File: src/rtl/shift_arbiter.sv
// shift_arbiter: round-robin front end for one shared barrel shifter.
// Accepts one command at a time over per-requester valid/ready, evaluates it
// on the shifter, and returns the registered result with the owner index.
module shift_arbiter #(
  parameter int bit_size = 8,
  parameter int num_req  = 4,
  parameter int sw       = $clog2(bit_size),
  parameter int iw       = $clog2(num_req)
) (
  input  logic                       clk,
  input  logic                       rst,
  input  logic [num_req-1:0]         req_valid,
  output logic [num_req-1:0]         req_ready,
  input  logic [num_req*bit_size-1:0] req_data,
  input  logic [num_req*sw-1:0]      req_shift,
  input  logic [num_req-1:0]         req_dir,
  input  logic [2*num_req-1:0]       req_sel,
  output logic                       rsp_valid,
  input  logic                       rsp_ready,
  output logic [iw-1:0]              rsp_id,
  output logic [bit_size-1:0]        rsp_out,
  output logic                       rsp_overflow
);

  typedef enum logic [1:0] {
    IDLE,
    EXEC,
    RESP
  } state_t;

  state_t                    r_state;
  state_t                    w_state_nxt;
  logic [iw-1:0]             r_ptr;
  logic [iw-1:0]             r_id;
  logic [bit_size-1:0]       r_data;
  logic [sw-1:0]             r_shift;
  logic                      r_dir;
  logic [1:0]                r_sel;

  logic                      w_found;
  logic [iw-1:0]             w_gnt;
  int unsigned               w_idx;
  logic                      w_grant;
  logic [2*bit_size-1:0]     w_dbl_l;
  logic [2*bit_size-1:0]     w_dbl_r;
  logic [bit_size-1:0]       w_sra;
  logic [bit_size-1:0]       w_res;
  logic                      w_ov;

  // Priority search: first valid requester at or above ptr, wrapping.
  always_comb begin
    w_found = 1'b0;
    w_gnt   = '0;
    w_idx   = 0;
    for (int unsigned i = 0; i < num_req; i++) begin
      w_idx = (32'(r_ptr) + i) % num_req;
      if (!w_found && req_valid[iw'(w_idx)]) begin
        w_found = 1'b1;
        w_gnt   = iw'(w_idx);
      end
    end
  end

  // State register.
  always_ff @(posedge clk) begin
    if (rst) r_state <= IDLE;
    else     r_state <= w_state_nxt;
  end

  // Next-state and grant strobe; req_ready only ever high in IDLE out of reset.
  always_comb begin
    w_state_nxt = r_state;
    req_ready   = '0;
    w_grant     = 1'b0;
    case (r_state)
      IDLE: begin
        if (!rst && w_found) begin
          w_grant          = 1'b1;
          req_ready[w_gnt] = 1'b1;
          w_state_nxt      = EXEC;
        end
      end
      EXEC:    w_state_nxt = RESP;
      RESP:    if (rsp_ready) w_state_nxt = IDLE;
      default: w_state_nxt = IDLE;
    endcase
  end

  // Shared shifter. Doubled operand gives rotates in one half and logical
  // shifts in the other; bit bit_size of the left copy is data[bit_size-n].
  always_comb begin
    w_dbl_l = {r_data, r_data} << r_shift;
    w_dbl_r = {r_data, r_data} >> r_shift;
    w_sra   = $signed(r_data) >>> r_shift;
    w_res   = '0;
    case (r_sel)
      2'd0:    w_res = r_dir ? w_dbl_r[2*bit_size-1:bit_size] : w_dbl_l[bit_size-1:0];
      2'd1:    w_res = r_dir ? w_sra : w_dbl_l[bit_size-1:0];
      2'd2:    w_res = r_dir ? w_dbl_r[bit_size-1:0] : w_dbl_l[2*bit_size-1:bit_size];
      default: w_res = '0;
    endcase
    w_ov = !r_sel[1] && !r_dir && (r_shift != '0) && w_dbl_l[bit_size];
  end

  // Command latch, result register and priority pointer.
  always_ff @(posedge clk) begin
    if (rst) begin
      r_ptr        <= '0;
      r_id         <= '0;
      r_data       <= '0;
      r_shift      <= '0;
      r_dir        <= 1'b0;
      r_sel        <= '0;
      rsp_valid    <= 1'b0;
      rsp_id       <= '0;
      rsp_out      <= '0;
      rsp_overflow <= 1'b0;
    end else begin
      if (w_grant) begin
        r_id    <= w_gnt;
        r_data  <= req_data[int'(w_gnt)*bit_size +: bit_size];
        r_shift <= req_shift[int'(w_gnt)*sw +: sw];
        r_dir   <= req_dir[w_gnt];
        r_sel   <= req_sel[int'(w_gnt)*2 +: 2];
      end
      if (r_state == EXEC) begin
        rsp_valid    <= 1'b1;
        rsp_id       <= r_id;
        rsp_out      <= w_res;
        rsp_overflow <= w_ov;
      end
      if (r_state == RESP && rsp_ready) begin
        rsp_valid <= 1'b0;
        if (r_id == iw'(num_req - 1)) r_ptr <= '0;
        else                          r_ptr <= r_id + 1'b1;
      end
    end
  end

endmodule

File: config.mk
export PLATFORM = sky130hd
export DESIGN_NAME = shift_arbiter
export DESIGN_NICKNAME = d
export VERILOG_FILES = /design/src/rtl/shift_arbiter.sv
export SDC_FILE = /design/constraint.sdc
export NUM_CORES = 1
export LEC_CHECK = 0
export ABC_AREA = 1
export CORE_UTILIZATION = 25
export DETAILED_ROUTE_END_ITERATION = 7
export GPL_ROUTABILITY_DRIVEN = 0
export PLACE_DENSITY = 0.49
export RECOVER_POWER = 50
export SYNTH_ARGS = -nofsm -noshare
export SYNTH_HDL_FRONTEND = slang
export SYNTH_SLANG_ARGS = --single-unit
File: constraint.sdc
create_clock -name clk -period 3.35 [get_ports clk]
set_input_delay 0.67 -clock clk [delete_from_list [all_inputs] [get_ports clk]]
set_output_delay 0.67 -clock clk [all_outputs]
set_load 0.005 [all_outputs]
Word-level counts from Yosys, hierarchy flattened:

Cells that the tools add are included.

* output and inout port bits: 16
* logic and storage cells: 87
* input bits: 63
* register bits: 32

* $add $sub $neg: 4
* equal/unequal tests: 7
* order comparisons: 6
* shifts and indexed selects: 6
* mux-type cells: 32
* reductions and logical operators: 20
* multipliers: 1

Operator list (count)
* $shiftx A32 B6 Y8: 1
* $mux W8: 3
* $pmux W8 S3: 1
* $shl A16 B3 Y16: 1
* $shr A16 B3 Y16: 1
* $lt A2 B3 Y1 const B: 5
* $mux W2: 7
* $mux W1: 12
* $shiftx A12 B5 Y3: 1
* $bmux W1 S2: 5
* $logic_and A1 B1 Y1: 9
* $mux W4: 2
* $shiftx A8 B4 Y2: 1
* $sshr A8 B3 Y8: 1
* $eq A2 B2 Y1 const B: 3
* $logic_not A1 Y1: 6
* $pmux W2 S3: 1
* $add A2 B1 Y2 const B: 2
* $add A2 B2 Y2 const B: 2
* $eq A2 B1 Y1 const B: 2
* $logic_not A2 Y1: 2
* $mul A2 B2 Y4 const B: 1
* $ne A2 B2 Y1 const B: 2
* $reduce_bool A3 Y1: 1
* 4 further kinds: 4

Depth between registers and ports, before layout:

Gate-level depths: netlist of the first run.

* depth after elaboration: 18
* mapped depth: 16
* gate-level depth less buffers: 15

Worst setup path after synthesis of the first run:

Ideal clock, no wire load.

* path type: input to output
* from: in req_valid[1]
* to: out req_ready[3]
* cell stages on the path: 13
* data arrival time: 1.684 ns
* required time: 2.680 ns
* buffers on the path: 1
* slack: 0.996 ns
* cells stage by stage: inv_1 > nand2_1 > nand3_1 > nand2_2 > nor2_4 > nand3_2 > nand2_1 > inv_2 > nand2_4 > inv_6 > buf_6 > nand2_1 > nor2_1

* cells in the longest elaborated chain, start to end: 18
* elaborated cells on any way between the ends: 30
* those cells by class: 2 x order compare; 20 x mux; 8 x reduce/logical

Ends and longest elaborated chain
* from (decl): line 12 `input logic [num_req-1:0] req_valid,`
* $bmux W1 S2: line 57 `if (!w_found && req_valid[iw'(w_idx)]) begin`
* $mux W1 (implied by the code): line 57
* $mux W1: line 57
* $logic_not A1 Y1: line 57
* $logic_and A1 B1 Y1: line 57
* $mux W1: line 57
* $logic_not A1 Y1: line 57
* $logic_and A1 B1 Y1: line 57
* [... 2 more ...]
* $logic_and A1 B1 Y1: line 57
* $mux W2: line 57
* $lt A2 B3 Y1 (implied by the code) / $ge A2 B1 Y1 (equally long branches): line 79 `req_ready[w_gnt] = 1'b1;`
* $logic_and A1 B1 Y1 (implied by the code): line 79
* $mux W1 (implied by the code): line 79
* $demux W1 S2: line 79
* $mux W4 (*): line 77 `if (!rst && w_found) begin`
* $mux W4 (*): line 75 `case (r_state)`
* to (decl): line 13 `output logic [num_req-1:0] req_ready,`

Mark *: on every way between the ends. The rest lies on a longest branch, timed or not. The select of a mux whose other input is x is not followed.

Final worst setup path of the first run:

* from: in req_valid[3]
* to: out req_ready[2]

Same word-level chain as after synthesis.

==> results.txt, run 1 <==
----------------------------------------------------
[STA]
  Total Negative Setup Slacks ... 0 ps
  Number of hold violations in the final report ... 0
  Number of setup violations in the final report ... 0
  Worst Setup Slack, final ... 308.4 ps
  Part of the cycle the worst path needs ... 90.79%
  Period minus WS final ... 3042 ps
  RSZ-0062 raised after global routing ... false
  Slew at the pin closest to its max-slew limit ... 1122 ps
  Normalized max-slew margin ... 25.19%
  Setup Skew ... 8.824 ps
  Highest attainable clock frequency ... 328.8 MHz
  Number of max-slew violations in the final report ... 0

[CTS]
  Number of buffers created by CTS ... 5
  Number of clock sinks seen by CTS ... 32
  Clock tree from TritonCTS ... built
  Setup Buffers After CTS ... 0
  Post-CTS clock slew at the launch and capture registers of the worst setup and hold paths ... 60 ps
  Clock latency on the worst-skew pair ... 280 ps
  Max H-tree Level ... 2
  Clock tree buffer depth ... 2
  # hold bufs at CTS ... 0
  Root cell of the clock tree ... sky130_fd_sc_hd__clkbuf_16

[Logic synthesis]
  Mapped Nets ... 627
  Biggest area consumer among synthesized cells ... sky130_fd_sc_hd__dfxtp_1
  Register bit total from synthesis ... 32
  Leading post-synthesis cells by cell area ... sky130_fd_sc_hd__dfxtp_1 20%, sky130_fd_sc_hd__nand2_1 17%, sky130_fd_sc_hd__inv_1 12%, sky130_fd_sc_hd__nand3_1 8.4%, sky130_fd_sc_hd__nand4_1 6.2%
  Distinct cell type count after synthesis ... 35
  Syn. warnings ... 0
  Sequential share of the synthesized area ... 19.91%
  Avg Synthesized Cell Area ... 5.714 um^2
  Area share of the largest cell type after synthesis ... 19.91%
  Syn Inst Count ... 563
  Total standard cell area after synthesis ... 0.003217 mm^2

[Floorplan]
  Initial core utilization ... 25.59%
  Die boundary width ... 115.4 um
  Total number of placement rows ... 41
  Die Area ... 0.01333 mm^2
  Num ports ... 79
  Die extent in y ... 115.4 um
  CORE AREA ... 0.01257 mm^2

[Drt]
  Wirelength, routed ... 9450 um
  WL per Instance ... 11.80 um
  Vias per Instance ... 4.591
  Count of routing violations after the opening detailed-route iteration ... 237
  Drt drc ... 0
  Residual antenna-violating net count after detailed routing ... 0
  Via total after detailed routing ... 3677
  DRT Pass-1 Iters ... 5

[GRT]
  Total global-route track usage ... 14.96%
  Number of global-route vias before repair ... 3351
  Initial antenna violation count ... 0
  Wire length of the first global-routing pass ... 16200 um
  Residual overflow from global routing ... 0
  Pin count of the biggest net entering global routing ... 29

[Layout]
  Area grow syn2layout ... 31.82%
  Post-route standard cell area excluding fillers ... 0.004240 mm^2
  Fraction of layout cells with a size suffix above 1 ... 8.426%
  Antenna diodes ... 0
  Fill cells ... 1366
  Number of nets in the layout ... 692

[Worst setup path]
  Critical Path Fanout Max ... 4
  Type of element launching the critical path ... primary input
  Critical setup path kind ... primary input to output pin
  Crit end category ... output pin
  Data required, critical path ... 2680 ps
  Arrival time of data at the critical path endpoint ... 2370 ps

[Power and ir drop]
  Leakage power ... 2.155 nW
  Pwr dens ... 423.1 mW/mm^2
  Peak supply drop ... 0.0001702 V

[Placed design]
  Dpl ws ... 1.657 ps
  Post-place instance area ... 0.004081 mm^2
  Buffers added on ports ... 78
  HPWL after detailed placement ... 7439 um

[Flow run]
  # Max-Cap Violations ... 0

[Run status]
  Result of the run ... finished, final reports clean

[Hold path]
  HP Class ... flip-flop to flip-flop

----------------------------------------------------
critical path, cell delays in order:
cell and delay (ps):
sky130_fd_sc_hd__clkdlybuf4s50_1 490, sky130_fd_sc_hd__inv_1 60, sky130_fd_sc_hd__nand2_1 90, sky130_fd_sc_hd__nand3_2 100, sky130_fd_sc_hd__nand2_2 120, sky130_fd_sc_hd__nor2_4 60, sky130_fd_sc_hd__nand3_1 130, sky130_fd_sc_hd__nand2_1 80
sky130_fd_sc_hd__inv_2 70, sky130_fd_sc_hd__nand2_4 70, sky130_fd_sc_hd__inv_6 70, sky130_fd_sc_hd__nand2_1 90, sky130_fd_sc_hd__nor2_2 150, sky130_fd_sc_hd__dlymetal6s2s_1 140
cell usage in the layout (no fill, tap or decap), types with 2 or more instances in the layout:
cell,n
sky130_fd_sc_hd__nand2_1,146
sky130_fd_sc_hd__inv_1,104
sky130_fd_sc_hd__clkdlybuf4s50_1,60
sky130_fd_sc_hd__nand3_1,55
sky130_fd_sc_hd__a21oi_1,36
sky130_fd_sc_hd__nor2_1,35
sky130_fd_sc_hd__nand4_1,32
sky130_fd_sc_hd__dfxtp_1,32
sky130_fd_sc_hd__o21ai_0,31
sky130_fd_sc_hd__dlygate4sd3_1,14
sky130_fd_sc_hd__nand3_2,12
sky130_fd_sc_hd__buf_4,9
sky130_fd_sc_hd__nand2_2,8
sky130_fd_sc_hd__clkbuf_16,5
sky130_fd_sc_hd__inv_2,4
sky130_fd_sc_hd__nand2_4,4
sky130_fd_sc_hd__dlymetal6s2s_1,4
sky130_fd_sc_hd__mux2i_1,3
sky130_fd_sc_hd__o21ai_1,3
sky130_fd_sc_hd__nor3_1,3
sky130_fd_sc_hd__clkbuf_1,3
sky130_fd_sc_hd__inv_6,2
sky130_fd_sc_hd__nor2_2,2
sky130_fd_sc_hd__clkinv_1,2
sky130_fd_sc_hd__o211ai_1,2
sky130_fd_sc_hd__o2111ai_1,2
sky130_fd_sc_hd__o22ai_1,2
report_power, final:
part           switching [mW]  internal, mW  total, mW
registers              0.0701         0.433      0.503
logic                   0.505         0.332      0.837
clock network           0.178         0.277      0.454
total                   0.753          1.04       1.79
synthesized netlist by cell type:
cell                        number
sky130_fd_sc_hd__nand2_4         4
sky130_fd_sc_hd__nand4_1        32
sky130_fd_sc_hd__a32oi_1         1
sky130_fd_sc_hd__a21boi_0        1
sky130_fd_sc_hd__o2111ai_1       2
sky130_fd_sc_hd__nor2_1         37
sky130_fd_sc_hd__nand2_2         8
sky130_fd_sc_hd__buf_2           6
sky130_fd_sc_hd__a21oi_2         1
sky130_fd_sc_hd__inv_2           4
sky130_fd_sc_hd__o21a_1          1
sky130_fd_sc_hd__nor3_1          4
sky130_fd_sc_hd__buf_4           4
sky130_fd_sc_hd__o211ai_1        2
sky130_fd_sc_hd__nand3_4         1
sky130_fd_sc_hd__o21ai_1         3
sky130_fd_sc_hd__clkbuf_1       11
sky130_fd_sc_hd__nand3b_1        1
sky130_fd_sc_hd__ha_1            1
sky130_fd_sc_hd__nand2_1       146
sky130_fd_sc_hd__o221ai_1        1
sky130_fd_sc_hd__inv_1         104
sky130_fd_sc_hd__mux2i_1         3
sky130_fd_sc_hd__a21oi_1        36
sky130_fd_sc_hd__nand3_2        13
sky130_fd_sc_hd__inv_6           2
sky130_fd_sc_hd__o22ai_1         2
sky130_fd_sc_hd__buf_6          10
sky130_fd_sc_hd__o21ai_0        31
sky130_fd_sc_hd__nor2_4          1
sky130_fd_sc_hd__a211oi_1        1
sky130_fd_sc_hd__dfxtp_1        32
sky130_fd_sc_hd__clkinv_1        2
sky130_fd_sc_hd__nand3_1        54
sky130_fd_sc_hd__inv_4           1
layout make-up:
cell class	instances	area [um^2]	share of cell area, %
sequential	32	640.6	15.11
tap	172	215.2	5.075
timing repair buffer	89	865.8	20.42
multi-input combinational	387	1937	45.68
clock inverter	2	16.27	0.3836
inverter	113	436.7	10.30
clock buffer	6	128.9	3.039
metrics by stage:
stage	util (%)	hold WS, ps	cells	power [mW]
6_report	33.74	458.5	801	1.794
5_1_grt	33.74	476.3	801	1.943
4_1_cts	33.65	464.7	801	1.810
3_5_place_dp	32.47	455.8	793	1.348
3_3_place_gp	32.47	453.5	793	1.348
2_1_floorplan	-	459.1	563	1.097
sequential cells by signal, summed over array words and instances, names as in the netlist, 2 cells and up:
signal / count
r_id: 2
r_ptr: 2
r_data: 8
rsp_id: 2
r_state: 2
rsp_out: 8
r_shift: 3
r_sel: 2
what timing repair did:
action                     4_1_cts  5_1_grt
setup endpoints to repair        1        4
pin swaps                        0        3
resized for setup                1        7
cells by family after synthesis:
logic type / share of synthesized area (%)
buffers and inverters: 20.23
flip-flops: 19.91
multiplexers: 0.9335
AO/OA/AOI/OAI: 13.81
adder cells (fa/ha/maj): 0.3889
AND/OR/NAND/NOR: 44.73
per-layer routing:
layer | track usage [%] | wire length, um
met3 | 2.458 | 620
met4 | 3.290 | 47
met1 | 21.98 | 4656
met2 | 22.71 | 4125
met5 | 0 | 0
worst paths after layout:
path | startpoint | to | slack, ps | depth (start not counted)
max reg2reg | r_ptr[0]$_SDFFE_PP0P_ | r_shift[1]$_SDFFE_PP0P_ | 950 | 14
min | rsp_out[3]$_SDFFE_PP0N_ | rsp_out[3]$_SDFFE_PP0N_ | 460 | 2
max | req_valid[3] | req_ready[2] | 310 | 14
min reg2reg | rsp_out[3]$_SDFFE_PP0N_ | rsp_out[3]$_SDFFE_PP0N_ | 460 | 2
(Power assumes the default switching activity.)
==> inputs of run 2 (changes only) <==
SLEW_MARGIN = 20   (was unset)
==> results of run 2 <==
Same layout as run 1: the final DEF is identical, and so are final timing and power.
==> inputs of run 3 (changes only) <==
CORE_MARGIN = 2   (was unset)
CTS_CLUSTER_DIAMETER = 30   (was unset)
SLEW_MARGIN = 0   (was 20)
==> run 3 against run 2 <==
Routed wire length is 2.4% higher. Sequential share of layout area is 0.067 points higher. Setup slack better by 73 ps. Total power is 0.79% higher. Final cell count is 0.12% lower. Combinational power hardly changed. Register-to-register slack worse by 40 ps. Hold slack hardly changed. Via count hardly changed. Clock-buffer cell count is 1 higher. Critical path depth stayed put. Core utilization is 0.15 points lower. Largest power group unchanged.
==> results.txt, run 3 (synthesized netlist as in run 1, its figures left out) <==
----------------------------------------------------
[Run status]
  Result of the run ... finished, final reports clean

[STA]
  Number of hold violations in the final report ... 0
  Number of max-slew violations in the final report ... 0
  Total Negative Setup Slacks ... 0 ps
  Part of the cycle the worst path needs ... 88.62%
  Number of setup violations in the final report ... 0
  Normalized max-slew margin ... 23.74%
  Period minus WS final ... 2969 ps
  Slew at the pin closest to its max-slew limit ... 1144 ps
  Setup Skew ... 5.773 ps
  RSZ-0062 raised after global routing ... false
  Highest attainable clock frequency ... 336.8 MHz

[Power and ir drop]
  Leakage power ... 2.151 nW
  Peak supply drop ... 0.0001927 V
  Pwr dens ... 428.4 mW/mm^2

[Layout]
  Top flop regs ... r_data (8), rsp_out (8), r_shift (3)
  Area grow syn2layout ... 31.23%
  Number of nets in the layout ... 691
  Number of standard cells in the layout, taps in and fillers out ... 800
  Most common cell after layout, fill and taps aside ... sky130_fd_sc_hd__nand2_1
  Antenna diodes ... 0
  Top library cells by usage in the layout, fill and taps aside ... 146 x sky130_fd_sc_hd__nand2_1, 104 x sky130_fd_sc_hd__inv_1, 60 x sky130_fd_sc_hd__clkdlybuf4s50_1
  Fraction of layout cells with a size suffix above 1 ... 7.803%

[Drt]
  Drt drc ... 0
  Vias per Instance ... 4.599
  Residual antenna-violating net count after detailed routing ... 0
  DRT Pass-1 Iters ... 4
  Wirelength, routed ... 9676 um
  WL per Instance ... 12.10 um
  Via total after detailed routing ... 3679
  Count of routing violations after the opening detailed-route iteration ... 179

[GRT]
  Total global-route track usage ... 14.04%
  Wire length of the first global-routing pass ... 16530 um
  Residual overflow from global routing ... 0
  Pin count of the biggest net entering global routing ... 29
  Number of global-route vias before repair ... 3536
  Initial antenna violation count ... 0

[Worst setup path]
  Cells on worst reg2reg path ... 12
  Critical R2R Launch ... r_ptr[0]$_SDFFE_PP0P_
  Type of element launching the critical path ... primary input
  Cell seen most often among critical-path stages ... sky130_fd_sc_hd__nand2_1
  Slowest cell on the critical path ... sky130_fd_sc_hd__clkdlybuf4s50_1
  Worst setup path startpoint ... req_valid[3]
  Critical setup path kind ... primary input to output pin
  Arrival time of data at the critical path endpoint ... 2300 ps
  Number of buffer and inverter stages on the critical path ... 5
  Capture point of the worst reg-to-reg path ... r_sel[1]$_SDFFE_PP0P_
  Crit end category ... output pin
  Data required, critical path ... 2680 ps
  CP peak stage delay ... 480 ps
  Flop2flop setup slack ... 910 ps
  Critical Path Fanout Max ... 3
  Critical path cell sequence ... clkdlybuf4s50_1, inv_1, nand2_1, nand3_1, nand2_1, nor2_4, nand3_2, nand2_1, inv_2, nand2_4, inv_6, nand2_1, nor2_1, dlymetal6s2s_1
  Cell family contributing the most delay on the critical path ... simple AND/OR/NAND/NOR gates

[Placed design]
  HPWL after detailed placement ... 7540 um
  Buffers added on ports ... 78
  Number of placed cells counting well taps ... 792

[CTS]
  Clock tree from TritonCTS ... built
  Post-CTS clock slew at the launch and capture registers of the worst setup and hold paths ... 50 ps
  Number of buffers created by CTS ... 5
  Clock tree buffer depth ... 2
  Root cell of the clock tree ... sky130_fd_sc_hd__clkbuf_16
  Clock latency on the worst-skew pair ... 280 ps
  Number of clock sinks seen by CTS ... 32
  Max H-tree Level ... 2

[Hold path]
  Hold Path Stages ... 2
  HP Class ... flip-flop to flip-flop
  Min-delay src ... rsp_out[2]$_SDFFE_PP0N_
  Worst hold endpoint ... rsp_out[2]$_SDFFE_PP0N_

[Floorplan]
  Die Area ... 0.01379 mm^2
  CORE AREA ... 0.01257 mm^2
  Num ports ... 79
  Initial core utilization ... 25.59%
  Die boundary width ... 117.4 um
  Total number of placement rows ... 41
  Die extent in y ... 117.4 um

[Flow run]
  # Max-Cap Violations ... 0

----------------------------------------------------
==> run 3: cell types whose count changed in the layout (fill, tap and decap cells not counted), sizes merged <==
cell,change
buf,-1
clkbuf,+1
clkinv,-1
==> run 3: through the flow <==
stage	hold slack, ps	utilization (%)	power [mW]	setup WS [ps]	area (um^2)
floorplan	459.1	-	1.097	995.8	3217
global placement	453.3	32.41	1.348	119.5	4074
detailed placement	455.3	32.41	1.348	81.81	4074
CTS	463.9	33.61	1.827	74.41	4224
global route	475.1	33.59	1.957	209.5	4222
finish	458.9	33.59	1.808	381.3	4222
==> run 3: worst max-delay path by stage <==
stage | depth (start not counted) | slack, ps | to
after global placement | 12 | 120 | req_ready[1]
after floorplan | 13 | 1000 | req_ready[3]
after global routing | 14 | 210 | req_ready[3]
after detailed placement | 14 | 80 | req_ready[2]
after CTS | 14 | 70 | req_ready[2]
final | 14 | 380 | req_ready[3]
==> run 3: area by class of cell <==
cell class                      count  area (um^2)
Inverter                          113        436.7
Tap cell                          172        215.2
Clock buffer                        7        142.6
Fill cell                        1385         8347
Timing Repair Buffer               88        858.3
Clock inverter                      1        7.507
Multi-Input combinational cell    387         1921
Sequential cell                    32        640.6
==> run 3: tightest hold or removal path, cell delays in order (launching register included) <==
cell and delay [ps]:
sky130_fd_sc_hd__dfxtp_1 300, sky130_fd_sc_hd__nand2_1 60, sky130_fd_sc_hd__a21oi_1 50
==> run 3: power by group <==
part           total (mW)  switching, mW  leakage [nW]  internal (mW)
registers           0.502         0.0698         0.263          0.433
logic               0.835          0.506          1.82          0.329
clock network       0.471          0.175        0.0701          0.296
total                1.81          0.751          2.15           1.06
==> run 3: layer usage <==
layer  vias to the layer above  global-route usage, %  part of all wire, %  routed length [um]
li1                       1918                      -                    -                   -
met1                      1604                  19.75                   49                4759
met2                       140                  21.60                   42                4071
met3                        17                  2.870                  7.0                 678
met4                         0                  4.142                  1.7                 167
met5                         -                      0                    0                   0
==> run 3: what timing repair did <==
item / 4_1_cts / 5_1_grt
resized for setup: 0 / 6
setup buffers: 0 / 0
hold buffers: 0 / 0
endpoints found under the setup margin: 0 / 4
